<file path="config.mk">
export PLATFORM = sky130hd
export DESIGN_NAME = result_bus_arbiter
export DESIGN_NICKNAME = d
export VERILOG_FILES = /design/src/rtl/result_arb_pkg.sv /design/src/rtl/result_bus_arbiter_rr_pick.sv /design/src/rtl/result_bus_arbiter.sv
export SDC_FILE = /design/constraint.sdc
export NUM_CORES = 1
export LEC_CHECK = 0
export CORE_AREA = 4 4 115 199
export DETAILED_ROUTE_END_ITERATION = 8
export DIE_AREA = 0 0 119 203
export PLACE_DENSITY_LB_ADDON = 0.12
export SLEW_MARGIN = 20
export SYNTH_ARGS = -nofsm -noshare
export SYNTH_HDL_FRONTEND = slang
export SYNTH_SLANG_ARGS = --single-unit
export TNS_END_PERCENT = 20
</file>
<file path="constraint.sdc">
create_clock -name CLK -period 11.35 [get_ports CLK]
set_clock_uncertainty 0.2 [all_clocks]
set_input_delay 1.7025 -clock CLK [delete_from_list [all_inputs] [get_ports CLK]]
set_output_delay 1.7025 -clock CLK [all_outputs]
set_load 0.03 [all_outputs]
</file>
<file path="src/rtl/result_arb_pkg.sv">
// Shared types, sizes and the round-robin search used by the result-bus arbiter
// and by any other arbiter that needs the same rotating-priority scan.
package result_arb_pkg;

    localparam int unsigned ARB_NUM_REQ = 9;
    localparam int unsigned ARB_DATA_W  = 32;
    localparam int unsigned ARB_SEL_W   = 4;

    typedef enum logic {
        ST_EMPTY,
        ST_FULL
    } arb_state_e;

    typedef struct packed {
        logic [ARB_SEL_W-1:0] idx;
        logic                 found;
    } rr_result_t;

    // First set bit of valid, starting just after last and wrapping at ARB_NUM_REQ-1.
    function automatic rr_result_t rr_next(input logic [ARB_NUM_REQ-1:0] valid,
                                           input logic [ARB_SEL_W-1:0]   last);
        rr_result_t  r;
        int unsigned k;
        r.idx   = '0;
        r.found = 1'b0;
        for (int unsigned off = 1; off <= ARB_NUM_REQ; off++) begin
            k = (32'(last) + off) % ARB_NUM_REQ;
            if (!r.found && valid[k]) begin
                r.idx   = ARB_SEL_W'(k);
                r.found = 1'b1;
            end
        end
        return r;
    endfunction

endpackage

</file>
<file path="src/rtl/result_bus_arbiter_rr_pick.sv">
// rr_pick: combinational round-robin index picker over up to ARB_NUM_REQ requesters.
module rr_pick
    import result_arb_pkg::*;
#(
    parameter int unsigned NUM_REQ = ARB_NUM_REQ
) (
    input  logic [NUM_REQ-1:0]   valid,
    input  logic [ARB_SEL_W-1:0] last,
    output logic [ARB_SEL_W-1:0] idx,
    output logic                 found
);

    logic [ARB_NUM_REQ-1:0] valid_ext;
    rr_result_t             res;

    // Unused upper slots stay zero, so scanning the full width wraps exactly at NUM_REQ-1.
    always_comb begin
        valid_ext              = '0;
        valid_ext[NUM_REQ-1:0] = valid;
        res                    = rr_next(valid_ext, last);
        idx                    = res.idx;
        found                  = res.found;
    end

endmodule

</file>
<file path="src/rtl/result_bus_arbiter.sv">
// Round-robin arbiter for the shared result mux with a one-entry output register.
// Define RESULT_ARB_PRIO0_EN to give requester 0 fixed priority over the round-robin group.
module result_bus_arbiter
    import result_arb_pkg::*;
#(
    parameter int unsigned NUM_REQ = ARB_NUM_REQ,
    parameter int unsigned DATA_W  = ARB_DATA_W,
    parameter int unsigned SEL_W   = ARB_SEL_W
) (
    input  logic                      CLK,
    input  logic                      RESET,
    input  logic [NUM_REQ-1:0]        req_valid,
    input  logic [NUM_REQ*DATA_W-1:0] req_data,
    output logic [NUM_REQ-1:0]        req_ready,
    output logic [SEL_W-1:0]          mux_sel,
    output logic                      out_valid,
    output logic [DATA_W-1:0]         out_data,
    output logic [SEL_W-1:0]          out_src,
    input  logic                      out_ready
);

    arb_state_e           state_q, state_d;
    logic [DATA_W-1:0]    out_data_q, out_data_d;
    logic [SEL_W-1:0]     out_src_q, out_src_d;
    logic [SEL_W-1:0]     last_grant_q, last_grant_d;

    logic [NUM_REQ-1:0]   rr_valid;
    logic [ARB_SEL_W-1:0] rr_idx;
    logic                 rr_found;
    logic [SEL_W-1:0]     pick_idx;
    logic                 pick_found;
    logic                 move_ptr;
    logic                 can_load;
    logic                 grant;

    always_comb begin
        rr_valid = req_valid;
`ifdef RESULT_ARB_PRIO0_EN
        rr_valid[0] = 1'b0;
`endif
    end

    rr_pick #(.NUM_REQ(NUM_REQ)) u_rr_pick (
        .valid (rr_valid),
        .last  (ARB_SEL_W'(last_grant_q)),
        .idx   (rr_idx),
        .found (rr_found)
    );

    always_comb begin
        pick_idx   = SEL_W'(rr_idx);
        pick_found = rr_found;
        move_ptr   = 1'b1;
`ifdef RESULT_ARB_PRIO0_EN
        if (req_valid[0]) begin
            pick_idx   = '0;
            pick_found = 1'b1;
            move_ptr   = 1'b0;
        end
`endif
    end

    // Idle select shows the last loaded source; out_src_q tracks last_grant after any
    // round-robin grant and is still zero straight out of reset.
    always_comb begin
        can_load     = (state_q == ST_EMPTY) || out_ready;
        grant        = can_load && pick_found;
        req_ready    = '0;
        mux_sel      = out_src_q;
        state_d      = state_q;
        out_data_d   = out_data_q;
        out_src_d    = out_src_q;
        last_grant_d = last_grant_q;
        if (grant) begin
            for (int unsigned i = 0; i < NUM_REQ; i++) begin
                if (pick_idx == SEL_W'(i)) begin
                    req_ready[i] = 1'b1;
                    out_data_d   = req_data[i*DATA_W +: DATA_W];
                end
            end
            mux_sel   = pick_idx;
            out_src_d = pick_idx;
            state_d   = ST_FULL;
            if (move_ptr) begin
                last_grant_d = pick_idx;
            end
        end else if (can_load) begin
            state_d = ST_EMPTY;
        end
    end

    always_ff @(posedge CLK or negedge RESET) begin
        if (!RESET) begin
            state_q      <= ST_EMPTY;
            out_data_q   <= '0;
            out_src_q    <= '0;
            last_grant_q <= SEL_W'(NUM_REQ - 1);
        end else begin
            state_q      <= state_d;
            out_data_q   <= out_data_d;
            out_src_q    <= out_src_d;
            last_grant_q <= last_grant_d;
        end
    end

    assign out_valid = (state_q == ST_FULL);
    assign out_data  = out_data_q;
    assign out_src   = out_src_q;

    a_grant_onehot: assert property (@(posedge CLK) disable iff (!RESET) $onehot0(req_ready));

endmodule

</file>
==> results.md <==
- R2r startpoint: last_grant_q[1]
- Filler cells: 1979
- WL met2: 25270 um
- CP peak stage delay: 0.91 ns
- Met3 wire len: 4509 um
- Worst Reg2Reg Path Length in Cells: 26
- Relative slew slack: 0.3693
- Placed standard-cell area: 0.01323 mm^2
- Post-Route Setup TNS: 0 ns
- Setup CP Type: flip-flop to output pin
- Uppermost routed layer: met5
- RSZ-0062 raised after global routing: false
- Clock latency on the worst-skew pair: 0.30 ns
- Hold Violations, Final: 0
- Synth cell types: 109
- Req. time, crit path: 9.45 ns
- DRT iter0 DRCs: 1099
- First-pass iteration count of the detailed router: 6
- Worst Hold Class: flip-flop to flip-flop
- M1 wire length: 17470 um
- Fin area: 0.01341 mm^2
- Total global-route track usage: 0.4017
- Hold Crit Endpoint: out_data[23]
- Ratio of cells with drive above 1 in the final layout: 0.07659
- Post-CTS Setup Bufs: 0
- Terminus of the critical flop-to-flop path: out_data[18]
- Hold Path Stages: 2
- Post-Synthesis Cell Area: 0.009625 mm^2
- Post-route DRC: 0
- Layout Utilization: 0.6265
- Seq/Total Area, Yosys: 0.1067
- Via/cell ratio: 6.585
- Count of hold-fix buffers inserted at cts: 0
- CTS buffer count: 5
- DP HPWL: 40570 um
- Post-Syn Area per Cell: 7.259 um^2
- Post-Synthesis Cells: 1326
- Post-Syn Nets: 1680
- Worst-path maximum fanout: 23
- FF/Latch Area: 0.001030 mm^2
- Min-Delay Startpoint: out_data[23]
- Yosys top cell area share: 0.1040
- CTS Sinks: 41
- # IOs: 350
- Starting Density: 0.4496
- Routed vias: 12557
- Max-Cap Viols: 0
- Most common cell on crit path: ha_1
- Post_cts resized: 0
- Dominant synthesized flop cell: dfrtp_1
- Peak Freq: 94.18 MHz
- First-pass GRT wire length: 74800 um
- Post-route minimum period: 10.62 ns
- Floorplan row count: 71
- CP cell instances: inv_1, ha_1, xor2_4, inv_4, ha_1, or2_2, nor2_1, a21oi_1, xnor2_1, ha_1, nand2_1, nor4_1, a41o_1, a2111oi_0, a22oi_1, a31oi_1, o21ai_1, and2_1, mux2_2, a221oi_1, or2_2, nand2_1, nor3_1, clkdlybuf4s50_1
- CP arrival: 8.72 ns
- Clk buf depth: 2
- CP Buf/Inv Count: 3
- Area of the multi-input gates: 0.008046 mm^2
- Clk slew on worst S/H paths: 0.07 ns
- Reg-to-reg slack, setup: 2.29 ns
- Port Buffers: 349
- CP max stage cell: dfrtp_1
- Pins over their slew limit: 0
- Largest area contributor in the netlist: dfrtp_1
- CP top delay family: simple AND/OR/NAND/NOR gates
- Drt wl/cell: 26.91 um
- Gp weighted congestion: 1.086
- Post-DRT Antenna Nets: 0
- Final wirelength: 51310 um
- DIE HEIGHT: 203 um
- Final period util: 0.9355
- Worst Setup End Kind: output pin
- Pin count of the biggest net entering global routing: 71
- Chip width: 119 um
- Asr flop ratio synth: 1.000
- Die area: 0.02416 mm^2
- Post-synth EDFFs: 0
- Startpoint Class: flip-flop
- CTS tree: built
- Status: complete, no violations
- Synth Register Bits: 41
- Layout Nets: 1959
- Least-Margin Pin Slew: 0.9425 ns
- Core ar.: 0.02141 mm^2
- Yosys warns: 0
- Vias in the first global route: 12394
- Clk Tree Root Cell: clkbuf_16
- Post-synthesis to final-layout area growth: 39.35%
- Final setup fails: 0
- Aggregate global routing overflow: 0
- Largest cells by area after synthesis: dfrtp_1 10%, ha_1 7.0%, mux2i_1 6.3%
- Initial antenna violation count: 11
- # H-tree levels: 2
[through the flow]
stage / hold WS (ns) / worst slack, ns / cells
5_1_grt: 0.3389 / 0.3086 / 1906
2_1_floorplan: 0.4712 / 2.193 / 1326
6_report: 0.3172 / 0.7320 / 1907
4_1_cts: 0.3133 / 0.9537 / 1898
3_3_place_gp: 0.2797 / 1.499 / 1890
3_5_place_dp: 0.2943 / 1.311 / 1890
[synthesized netlist by cell type, types with 26 or more instances]
cell type,count
buf_2,34
o21a_1,27
inv_1,28
dfrtp_1,40
a31oi_1,38
mux2i_1,61
ha_1,54
a21oi_1,109
a211oi_1,30
xnor2_1,26
nor3_1,34
clkbuf_1,49
o21ai_0,78
nand2_1,152
nor2_1,96
[kinds of logic (layout without fill, tap and decap cells)]
group	Yosys count	in the layout	synth area share
mux	82	82	0.09619
simple gates	471	471	0.2505
xor+xnor	33	33	0.03471
other cells	0	9	0
flops	41	41	0.1067
buf+inv	133	413	0.06278
compound gates	512	512	0.3789
fa+ha+maj	54	54	0.07019
[registers in the layout, summed over array words and instances (netlist names)]
register,cells
last_grant_q,4
out_data,32
out_src,4
out_valid,1
[tightest hold or removal path, cell delays in order (launching register included)]
cell,delay (ns)
dfrtp_1,0.36
a21oi_1,0.07
o31ai_1,0.06
[cell usage in the layout, fill, tap and decap left out, drive strengths merged, types with 17 or more instances in the layout]
master           n
clkdlybuf4s50  348
nand2          153
a21oi          113
nor2            97
o21ai           80
mux2i           61
ha              54
dfrtp           40
a31oi           39
nor3            36
a211oi          34
inv             32
o21a            27
xnor2           27
buf             25
nand3           23
a2bb2oi         22
o211ai          20
and2            19
nor2b           17
o22ai           17
[worst max-delay path by stage]
stage | from | endpoint | cells past startpoint
finish | last_grant_q[1] | req_ready[2] | 24
global route | last_grant_q[1] | req_ready[2] | 24
CTS | last_grant_q[1] | req_ready[2] | 24
floorplan | last_grant_q[0] | req_ready[2] | 31
global placement | last_grant_q[1] | req_ready[2] | 24
detailed placement | last_grant_q[1] | req_ready[2] | 24
[cell type report]
cell class / instances / area share
Clock inverter: 1 / 0.0003731
Antenna cell: 9 / 0.001679
Sequential cell: 41 / 0.07677
Clock buffer: 7 / 0.01138
Timing Repair Buffer: 373 / 0.2735
Tap cell: 292 / 0.02724
Multi-Input combinational cell: 1152 / 0.5999
Inverter: 32 / 0.009142
[per-layer routing]
layer	vias to the layer above	track usage
met4	4	0.2872
met3	191	0.08333
met2	755	0.6994
met5	-	0
met1	5964	0.4258
li1	5643	-
Power is left out: the tool's default activity adds up to more than one toggle a clock period on the data nets, which glitch-free logic cannot reach.
